**config.mk**
```make
export PLATFORM = sky130hd
export DESIGN_NAME = store_buffer_flat
export DESIGN_NICKNAME = d
export VERILOG_FILES = /design/src/rtl/store_buffer_pkg.sv /design/src/rtl/store_buffer_if.sv /design/src/rtl/store_buffer_fwd.sv /design/src/rtl/store_buffer.sv /design/src/flat_wrapper.sv
export SDC_FILE = /design/constraint.sdc
export NUM_CORES = 1
export LEC_CHECK = 0
export ABC_AREA = 1
export ABC_CLOCK_PERIOD_IN_PS = 12500
export BUFFER_PORTS_ARGS = -buffer_cell sky130_fd_sc_hd__buf_2
export CORE_AREA = 8 8 185 187
export DETAILED_ROUTE_END_ITERATION = 8
export DIE_AREA = 0 0 193 195
export PLACE_DENSITY = 0.72
export SLEW_MARGIN = 10
export SYNTH_ARGS = -nofsm -noshare
export SYNTH_HDL_FRONTEND = slang
export SYNTH_HIERARCHICAL = 1
export SYNTH_SLANG_ARGS = --single-unit
```
**constraint.sdc**
```tcl
create_clock -name clk -period 12.5 [get_ports clk]
set_input_delay 1.25 -clock clk [delete_from_list [all_inputs] [get_ports clk]]
set_output_delay 1.25 -clock clk [all_outputs]
set_load 0.05 [all_outputs]
```
**src/rtl/store_buffer_pkg.sv**
```systemverilog
// store_buffer_pkg: shared types and constants for the committed-store buffer.
package store_buffer_pkg;

    typedef logic bool;

    typedef enum logic [1:0] {
        BYTE = 2'd0,
        HALF = 2'd1,
        WORD = 2'd2
    } ldst_mode_t;

    typedef struct packed {
        ldst_mode_t  mode;
        logic [31:2] waddr;
        logic [1:0]  boff;
        logic [31:0] data;
    } sb_entry_t;

    localparam int SB_DEPTH_DEFAULT = 4;

endpackage

```
**src/rtl/store_buffer_if.sv**
```systemverilog
// store_buffer_if: commit push, memory drain and load lookup signals of the store buffer.
interface store_buffer_if;
    import store_buffer_pkg::*;

    bool         store_enable;
    ldst_mode_t  store_mode;
    logic [31:0] store_addr;
    logic [31:0] store_data;
    bool         full;
    bool         empty;
    bool         overflow;
    bool         mem_req;
    ldst_mode_t  mem_mode;
    logic [31:0] mem_addr;
    logic [31:0] mem_data;
    bool         mem_ack;
    logic [31:0] load_addr;
    ldst_mode_t  load_mode;
    bool         fwd_hit;
    logic [31:0] fwd_data;
    bool         fwd_conflict;

    modport master (
        output store_enable, store_mode, store_addr, store_data, mem_ack, load_addr, load_mode,
        input  full, empty, overflow, mem_req, mem_mode, mem_addr, mem_data,
               fwd_hit, fwd_data, fwd_conflict
    );

    modport slave (
        input  store_enable, store_mode, store_addr, store_data, mem_ack, load_addr, load_mode,
        output full, empty, overflow, mem_req, mem_mode, mem_addr, mem_data,
               fwd_hit, fwd_data, fwd_conflict
    );

endinterface

```
**src/rtl/store_buffer_fwd.sv**
```systemverilog
// store_forward_unit: youngest-first word-address search over buffered stores for load lookups.
// STORE_FORWARD_EN enables data forwarding; without it every match is reported as a conflict.
module store_forward_unit
    import store_buffer_pkg::*;
#(
    parameter int DEPTH = SB_DEPTH_DEFAULT
) (
    input  sb_entry_t                 ent_i [DEPTH],
    input  logic [DEPTH-1:0]          valid_i,
    input  logic [$clog2(DEPTH)-1:0]  head_i,
    input  logic [31:0]               load_addr_i,
    input  ldst_mode_t                load_mode_i,
    output bool                       hit_o,
    output logic [31:0]               data_o,
    output bool                       conflict_o
);
    localparam int PW = $clog2(DEPTH);

    logic [PW-1:0] idx;
    bool           match;
    sb_entry_t     youngest;

    // Walk oldest to youngest so the last match seen is the youngest one.
    always_comb begin
        match    = 1'b0;
        youngest = '0;
        idx      = head_i;
        for (int k = 0; k < DEPTH; k++) begin
            idx = head_i + PW'(k);
            if (valid_i[idx] && ent_i[idx].waddr == load_addr_i[31:2]) begin
                match    = 1'b1;
                youngest = ent_i[idx];
            end
        end
    end

`ifdef STORE_FORWARD_EN
    assign hit_o      = match && youngest.mode == WORD && load_mode_i == WORD;
    assign data_o     = hit_o ? youngest.data : '0;
    assign conflict_o = match && !hit_o;
    logic unused_fwd;
    assign unused_fwd = ^{youngest.boff, load_addr_i[1:0]};
`else
    assign hit_o      = 1'b0;
    assign data_o     = '0;
    assign conflict_o = match;
    logic unused_fwd;
    assign unused_fwd = ^{youngest.boff, youngest.mode, youngest.data, load_addr_i[1:0], load_mode_i};
`endif

endmodule

```
**src/rtl/store_buffer.sv**
```systemverilog
// store_buffer: circular FIFO of committed stores drained oldest-first over mem_req/mem_ack.
// Load lookups go through store_forward_unit; STORE_FORWARD_EN selects forwarding vs conflict-only.
module store_buffer
    import store_buffer_pkg::*;
#(
    parameter int DEPTH = SB_DEPTH_DEFAULT
) (
    input  logic         clk,
    input  logic         reset,
    store_buffer_if.slave bus
);
    localparam int PW = $clog2(DEPTH);
    localparam int CW = PW + 1;

    sb_entry_t        ent_q [DEPTH];
    sb_entry_t        head_e;
    logic [PW-1:0]    head_q, head_d, tail_q, tail_d;
    logic [CW-1:0]    count_q, count_d;
    bool              ovf_q, ovf_d;
    logic [DEPTH-1:0] valid;
    bool              full, empty, push, pop;

    assign full   = count_q == CW'(DEPTH);
    assign empty  = count_q == '0;
    assign push   = bus.store_enable && !full;
    assign pop    = !empty && bus.mem_ack;
    assign head_e = ent_q[head_q];

    always_comb begin
        head_d  = head_q + PW'(pop);
        tail_d  = tail_q + PW'(push);
        count_d = count_q + CW'(push) - CW'(pop);
        ovf_d   = ovf_q || (bus.store_enable && full);
    end

    always_ff @(posedge clk or posedge reset) begin
        if (reset) begin
            head_q  <= '0;
            tail_q  <= '0;
            count_q <= '0;
            ovf_q   <= 1'b0;
        end else begin
            head_q  <= head_d;
            tail_q  <= tail_d;
            count_q <= count_d;
            ovf_q   <= ovf_d;
        end
    end

    // Entry storage needs no reset: occupancy alone decides what is visible.
    always_ff @(posedge clk) begin
        if (push)
            ent_q[tail_q] <= '{mode: bus.store_mode, waddr: bus.store_addr[31:2],
                               boff: bus.store_addr[1:0], data: bus.store_data};
    end

    always_comb begin
        valid = '0;
        for (int i = 0; i < DEPTH; i++)
            valid[i] = {1'b0, PW'(i) - head_q} < count_q;
    end

    assign bus.full     = full;
    assign bus.empty    = empty;
    assign bus.overflow = ovf_q;
    assign bus.mem_req  = !empty;
    assign bus.mem_mode = empty ? WORD : head_e.mode;
    assign bus.mem_addr = empty ? '0 : {head_e.waddr, head_e.boff};
    assign bus.mem_data = empty ? '0 : head_e.data;

    store_forward_unit #(.DEPTH(DEPTH)) u_fwd (
        .ent_i       (ent_q),
        .valid_i     (valid),
        .head_i      (head_q),
        .load_addr_i (bus.load_addr),
        .load_mode_i (bus.load_mode),
        .hit_o       (bus.fwd_hit),
        .data_o      (bus.fwd_data),
        .conflict_o  (bus.fwd_conflict)
    );

endmodule

```
**src/flat_wrapper.sv**
```systemverilog
// flat-port wrapper written by rule: the top's interface ports become plain ports
module store_buffer_flat import store_buffer_pkg::*;
#(
    parameter int DEPTH = SB_DEPTH_DEFAULT
)
  (clk, reset, bus_store_enable, bus_store_mode, bus_store_addr, bus_store_data, bus_mem_ack, bus_load_addr, bus_load_mode, bus_full, bus_empty, bus_overflow, bus_mem_req, bus_mem_mode, bus_mem_addr, bus_mem_data, bus_fwd_hit, bus_fwd_data, bus_fwd_conflict);
  store_buffer_if bus_i ();
  input  logic clk;
  input  logic reset;
  input wire logic [$bits(bus_i.store_enable)-1:0] bus_store_enable;
  input wire logic [$bits(bus_i.store_mode)-1:0] bus_store_mode;
  input wire logic [$bits(bus_i.store_addr)-1:0] bus_store_addr;
  input wire logic [$bits(bus_i.store_data)-1:0] bus_store_data;
  input wire logic [$bits(bus_i.mem_ack)-1:0] bus_mem_ack;
  input wire logic [$bits(bus_i.load_addr)-1:0] bus_load_addr;
  input wire logic [$bits(bus_i.load_mode)-1:0] bus_load_mode;
  output wire logic [$bits(bus_i.full)-1:0] bus_full;
  output wire logic [$bits(bus_i.empty)-1:0] bus_empty;
  output wire logic [$bits(bus_i.overflow)-1:0] bus_overflow;
  output wire logic [$bits(bus_i.mem_req)-1:0] bus_mem_req;
  output wire logic [$bits(bus_i.mem_mode)-1:0] bus_mem_mode;
  output wire logic [$bits(bus_i.mem_addr)-1:0] bus_mem_addr;
  output wire logic [$bits(bus_i.mem_data)-1:0] bus_mem_data;
  output wire logic [$bits(bus_i.fwd_hit)-1:0] bus_fwd_hit;
  output wire logic [$bits(bus_i.fwd_data)-1:0] bus_fwd_data;
  output wire logic [$bits(bus_i.fwd_conflict)-1:0] bus_fwd_conflict;
  assign bus_i.store_enable = bus_store_enable;
  assign bus_i.store_mode = bus_store_mode;
  assign bus_i.store_addr = bus_store_addr;
  assign bus_i.store_data = bus_store_data;
  assign bus_i.mem_ack = bus_mem_ack;
  assign bus_i.load_addr = bus_load_addr;
  assign bus_i.load_mode = bus_load_mode;
  assign bus_full = bus_i.full;
  assign bus_empty = bus_i.empty;
  assign bus_overflow = bus_i.overflow;
  assign bus_mem_req = bus_i.mem_req;
  assign bus_mem_mode = bus_i.mem_mode;
  assign bus_mem_addr = bus_i.mem_addr;
  assign bus_mem_data = bus_i.mem_data;
  assign bus_fwd_hit = bus_i.fwd_hit;
  assign bus_fwd_data = bus_i.fwd_data;
  assign bus_fwd_conflict = bus_i.fwd_conflict;
  store_buffer #(.DEPTH(DEPTH)) u_core (.clk(clk), .reset(reset), .bus(bus_i));
endmodule
```
# Word level (Yosys, flattened, before mapping)
# Cells that the tools add are included.
op_classes:
  order_cmp: 14
  reduce_logical: 12
  add_sub_neg: 11
  n_eq_ne: 5
  muxes: 30
  n_bitwise: 5
op_table:
  columns: ["cell", "n"]
  rows:
  - ["66-bit binary-select mux with 2-bit select", 4]
  - ["64-bit 2-to-1 mux", 6]
  - ["264-bit bitwise mux", 1]
  - ["66-bit 2-to-1 mux", 3]
  - ["66-bit demux with 2-bit select", 1]
  - ["30-bit equality test", 4]
  - ["32-bit 2-to-1 mux", 2]
  - ["3-bit greater-or-equal comparator, second input constant", 5]
  - ["2-bit inverter with 3-bit output", 5]
  - ["2-bit by 3-bit < comparator with 1-bit output", 4]
  - ["2-bit by 3-bit < comparator with 1-bit output, second input constant", 4]
  - ["1-bit binary-select mux with 2-bit select", 4]
  - ["1-bit logical AND", 8]
  - ["1-bit 2-to-1 mux", 8]
  - ["2-bit by 1-bit adder with 2-bit output", 2]
  - ["2-bit adder, second input constant", 2]
  - ["1-bit by 2-bit subtractor with 2-bit output, first input constant", 2]
  - ["2-bit subtractor, first input constant", 2]
  - ["3-bit by 1-bit adder with 3-bit output", 1]
  - ["3-bit equality test, second input constant", 1]
  - ["3-bit logical NOT", 1]
  - ["3-bit by 1-bit < comparator with 1-bit output, second input constant", 1]
  - ["3-bit by 1-bit subtractor with 3-bit output", 1]
  - ["2-bit by 1-bit adder with 2-bit output, second input constant", 1]
  - ["other kinds (3)", 4]
word_totals:
  out_inout_bits: 104
  reg_bits: 272
  wordCells: 97
  input_bits: 104

# Depth between registers and ports, before layout
logic_depth:
  word_depth: 10
  mapped_depth: 22
  mapped_depth_nobuf: 19

# Hierarchy
# Netlist, hierarchy kept.
modules_own_cells:
  columns: ["mod", "area_per_inst_um2", "instances", "seq_area_each_um2", "cells_per_inst"]
  rows:
  - ["store_buffer", 11085.6, 1, 8127.8, 919]
  - ["store_forward_unit", 5866.9, 1, 0.0, 1406]

# Least setup slack after synthesis
# OpenSTA, ideal clock, no wires.
synth_timing:
  kind: "in2reg"
  from: "input port bus_store_enable"
  to: "register u_core/ent_q[100] in the netlist's numbering (enable)"
  path_buffers: 0
  cell_stages: 2
  required_ns: 11.929
  arrival_time_ns: 5.838
  setup_ns: 0.571
  setup_slack_ns: 6.091
  path_cell_list: "nand2_1 -> nor3_1"
synth_via:
  elab_chain_cells: 1
synth_lines:
  columns: ["item", "line_no", "text"]
  rows:
  - ["from (decl)", "flat_wrapper.sv:10", "input wire logic [$bits(bus_i.store_enable)-1:0] bus_store_enable;"]
  - ["1-bit logical AND", "store_buffer.sv:25", "assign push = bus.store_enable && !full;"]
  - ["to (signal, indexed assignment)", "store_buffer.sv:53", "ent_q[tail_q] <= '{mode: bus.store_mode, waddr: bus.store_addr[31:2],"]
  - ["to (decl)", "store_buffer.sv:15", "sb_entry_t ent_q [DEPTH];"]
# Every way passes these cells.
# A chain may end at the register's enable or synchronous reset.

# Worst setup path after layout
layout_timing:
  from: "register u_core.head_q[0]"
  to: "output port bus_fwd_conflict"
layout_via:
  elab_chain_cells: 10
  elab_cells_between_ends: 47
  cone_classes: "7 x add/sub; 4 x order compare; 4 x eq/ne; 24 x mux; 4 x bitwise; 4 x reduce/logical"
layout_lines:
  columns: ["item", "line_no", "text"]
  rows:
  - ["from (decl)", "store_buffer.sv:17", "logic [PW-1:0] head_q, head_d, tail_q, tail_d;"]
  - ["from (signal assigned)", "store_buffer.sv:38", "head_q <= '0;"]
  - ["from (signal assigned)", "store_buffer.sv:43", "head_q <= head_d;"]
  - ["2-bit by 1-bit adder with 2-bit output or 2-bit inverter with 3-bit output (tied branches)", "store_buffer_fwd.sv:29, store_buffer_fwd.sv:30", null]
  - ["2-bit inverter with 3-bit output or 66-bit binary-select mux with 2-bit select (tied branches)", null, null]
  - ["66-bit binary-select mux with 2-bit select or 66-bit 2-to-1 mux (tied branches)", null, null]
  - ["64-bit 2-to-1 mux or 66-bit 2-to-1 mux (tied branches)", null, null]
  - ["64-bit 2-to-1 mux or 30-bit equality test (tied branches)", null, null]
  - ["30-bit equality test or 1-bit logical AND (tied branches)", "store_buffer_fwd.sv:30", "if (valid_i[idx] && ent_i[idx].waddr == load_addr_i[31:2]) begin"]
  - ["1-bit logical AND or 1-bit 2-to-1 mux (tied branches)", "store_buffer_fwd.sv:30", null]
  - ["1-bit 2-to-1 mux (2 in a row)", "store_buffer_fwd.sv:30", null]
  - ["1-bit 2-to-1 mux (*)", "store_buffer_fwd.sv:30", null]
  - ["to (decl)", "flat_wrapper.sv:26", "output wire logic [$bits(bus_i.fwd_conflict)-1:0] bus_fwd_conflict;"]
# Mark *: on every way between the ends. The rest lies on a longest branch, timed or not. The select of a mux whose other input is x is not followed.

==> impl_metrics.yaml <==
min_path:
  min_path_type: "flip-flop to flip-flop"
  min_delay_path_depth: 1
  min_delay_worst_endpoint: "u_core/bus.overflow"
  hp-start: "u_core/bus.overflow"
floorplanning:
  top_level_ports: 208
  placeableCoreArea_um2: 31200
  chipWidth_um: 193
  design.die.area_um2: 37600
  core.rowCount: 65
  die_height_um: 195
  initial_utilization: 0.543
cells_and_area:
  drive_gt1_frac: 0.103
  final_cells: 2857
  syn_to_final_growth_pct: 9.72
  layout.nets: 2538
timing:
  worst_slew_margin_rel: 0.283
  fin_crit_ns: 6.30
  worst_slack_ns: 6.20
  fin_hold_ws_ns: 0.525
  slew_of_the_pin_with_the_lowest_slew_margin_ns: 1.08
  unrepaired_setup_endpoints_after_global_routing: "false"
  slew_violations: 0
  top_achievable_clock_speed_mhz: 159
  timing.final.crit_share: 0.504
  setup_total_negative_slack_ns: 0
  timing.final.setup_violations: 0
  timing.final.hold_violations: 0
  final.setup_skew_ns: 0.0196
detailed_routing:
  antenna_left: 0
  routed_via_density: 5.50
  detail_route.first_pass.iterations: 6
  routed_wire_length_mm: 50.0
  remaining_drc_errors: 0
  first_iter_violations: 1397
  routedWlPerCell_um: 17.5
  vias: 15700
grt:
  global_route_wire_length_before_repair_mm: 76.7
  antenna_violations_before_repair: 10
  first_global_vias: 14500
  grt_overflow_total: 0
  grtUsageTotal: 0.259
  grt_max_degree: 106
clock_tree:
  htree_levels: 1
  clkLatencyLatePin_ns: 0.55
  tritoncts.num_buffers: 28
  clock_tree.root_cell: "sky130_fd_sc_hd__clkbuf_16"
  cts.clk_slew.worst_paths_ns: 0.06
  clkSinkCount: 272
  hold_buffers: 0
  post_cts_resized: 0
  clk_path_buf_depth: 3
  tritoncts_clock_tree: "yes"
  cts.repair_timing.setup_buffer_count: 0
critical_path:
  critical_path_most_common_cell: "sky130_fd_sc_hd__nand2_1"
  crit_path_cell_trace: "buf_4 > buf_4 > nand2_1 > nand2_2 > buf_4 > nand2_1 > nand3_1 > nand2_1 > nor2_1 > nand2_1 > nor2_1 > nand2_1 > nor2_1 > nor2_1 > nand2_1 > buf_2"
  critical_path.max_stage_delay_ns: 0.94
  r2r_slack_ns: 9.59
  path_max_fanout: 105
  cp_data_arrival_time_ns: 5.05
  end_kind: "primary output"
  critical_path.reg2reg.startpoint: "u_core/head_q[0]"
  startpoint_type: "flip-flop"
  critPathSlowestCell: "sky130_fd_sc_hd__buf_4"
  kind_of_critical_path: "flip-flop to primary output"
  reg2regPathDepth: 5
  worst_r2r_endpoint: "u_core/head_q[0]"
  critical_path_rt_ns: 11.25
yosys:
  ys_seq_area_frac: 0.479
  syn_area_um2: 17000
  syn-mean-instance-area_um2: 7.29
  yosys_warnings: 6
  count_of_mapped_cells_out_of_synthesis: 2325
  yosys_register_bits: 272
  yosys.cell_types.count: 29
placed_design:
  place_hpwl_mm: 33.3
  gp_congestion: 0.982
  detailedPlace.worstSlack_ns: 6.81
  io_buffers: 170
  number_of_instances_in_the_placed_design: 2799
run:
  timing.max_cap.violations: 0
power:
  power_leakage_nw: 9.13
  power-per-cell-area_nw_per_um2: 300
  largest_voltage_drop_on_the_vdd_net_mv: 0.266
  report.power.total_mw: 5.58
outcome:
  run_status: "complete, no violations"
how the worst max path moves through the flow:
stage               depth (start not counted)        startpoint                 to  slack (ns)
floorplan                                   2  bus_store_enable  u_core/ent_q[100]        6.09
global placement                           21  u_core/head_q[0]   bus_fwd_conflict        6.86
detailed placement                         21  u_core/head_q[0]   bus_fwd_conflict        6.81
CTS                                        16  u_core/head_q[0]   bus_fwd_conflict        6.21
global route                               21  u_core/head_q[0]   bus_fwd_conflict        5.73
finish                                     16  u_core/head_q[0]   bus_fwd_conflict        6.20
critical path: cells and delay by family (launching register included):
kind | cells | cell delay (ns)
buffers and inverters | 4 | 2.61
DFF | 1 | 0.42
and+or+nand+nor | 12 | 1.36
state kept, by name, indices dropped and copies added, names as in the netlist:
signal and count:
u_core/head_q 2, u_core/bus.overflow 1, u_core/tail_q 2, u_core/count_q 3
u_core/ent_q 264
where the power goes:
group          switching, mW  internal (mW)
Sequential             0.117           1.21
Clock                  0.347          0.509
Combinational           2.59          0.810
Total                   3.05           2.53
cell families (layout without fill, tap and decap cells):
family | after synthesis | in the layout | share of synthesized area
AND/OR/NAND/NOR | 1739 | 1739 | 0.419
flip-flops | 272 | 272 | 0.479
XOR/XNOR | 2 | 2 | 0.00103
adder cells (fa/ha/maj) | 7 | 7 | 0.00561
other | 1 | 40 | 0.000221
buffers and inverters | 267 | 358 | 0.0835
AO/OA/AOI/OAI | 37 | 37 | 0.0114
area by class of cell:
cell class	instances	area, um2
fill	2884	12600
sequential	272	8140
multi-input combinational	1818	7550
timing repair buffer	191	1010
clock buffer	34	744
tap	402	503
inverter	116	438
clock inverter	17	204
antenna	7	17.5
cells in the final DEF (no fill, tap or decap):
cell	synthesis	final
sky130_fd_sc_hd__a21boi_0	1	1
sky130_fd_sc_hd__a21boi_1	1	1
sky130_fd_sc_hd__a21oi_1	5	5
sky130_fd_sc_hd__buf_2	61	170
sky130_fd_sc_hd__buf_4	57	21
sky130_fd_sc_hd__bufinv_16	0	4
sky130_fd_sc_hd__clkbuf_1	10	5
sky130_fd_sc_hd__clkbuf_16	0	29
sky130_fd_sc_hd__clkinv_1	0	3
sky130_fd_sc_hd__clkinv_2	0	4
sky130_fd_sc_hd__clkinv_4	0	3
sky130_fd_sc_hd__conb_1	1	33
sky130_fd_sc_hd__dfrtp_1	8	6
sky130_fd_sc_hd__dfrtp_4	0	2
sky130_fd_sc_hd__diode_2	0	7
sky130_fd_sc_hd__edfxtp_1	264	264
sky130_fd_sc_hd__fa_1	1	1
sky130_fd_sc_hd__ha_1	6	6
sky130_fd_sc_hd__inv_1	110	110
sky130_fd_sc_hd__inv_2	5	5
sky130_fd_sc_hd__inv_4	1	1
sky130_fd_sc_hd__inv_6	0	3
sky130_fd_sc_hd__nand2_1	1083	1083
sky130_fd_sc_hd__nand2_2	3	3
sky130_fd_sc_hd__nand3_1	434	434
sky130_fd_sc_hd__nand4_1	2	2
sky130_fd_sc_hd__nor2_1	210	210
sky130_fd_sc_hd__nor2_2	1	1
sky130_fd_sc_hd__nor2_4	1	1
sky130_fd_sc_hd__nor3_2	0	4
sky130_fd_sc_hd__o21ai_0	22	22
sky130_fd_sc_hd__o21ai_1	7	7
sky130_fd_sc_hd__o21bai_1	1	1
sky130_fd_sc_hd__or2_2	1	1
sky130_fd_sc_hd__xor2_1	2	2
cell usage after synthesis, drive strengths merged:
library cell	number	share of area
fa	1	0.0012
clkbuf	10	0.0022
nand2	1086	0.24
conb	1	0.00022
xor2	2	0.0010
nor2	212	0.048
or2	1	0.00037
a21boi	2	0.00089
nand4	2	0.00074
buf	141	0.055
ha	6	0.0044
o21bai	1	0.00044
inv	116	0.026
a21oi	5	0.0015
nor3	4	0.0012
o21ai	29	0.0086
nand3	434	0.13
dfrtp	8	0.012
edfxtp	264	0.47
through the flow:
step | area [um2] | utilization
floorplan | 17100 | -
global placement | 17600 | 0.565
detailed placement | 17600 | 0.565
CTS | 18600 | 0.595
global route | 18600 | 0.595
finish | 18600 | 0.596
metal layers:
| layer | routed length, um | track usage |
|---|---|---|
| met3 | 4380 | 0.0486 |
| met1 | 20900 | 0.336 |
| met4 | 1490 | 0.0881 |
| met2 | 23200 | 0.428 |
| met5 | 71 | 0 |
(Power assumes the default switching activity.)
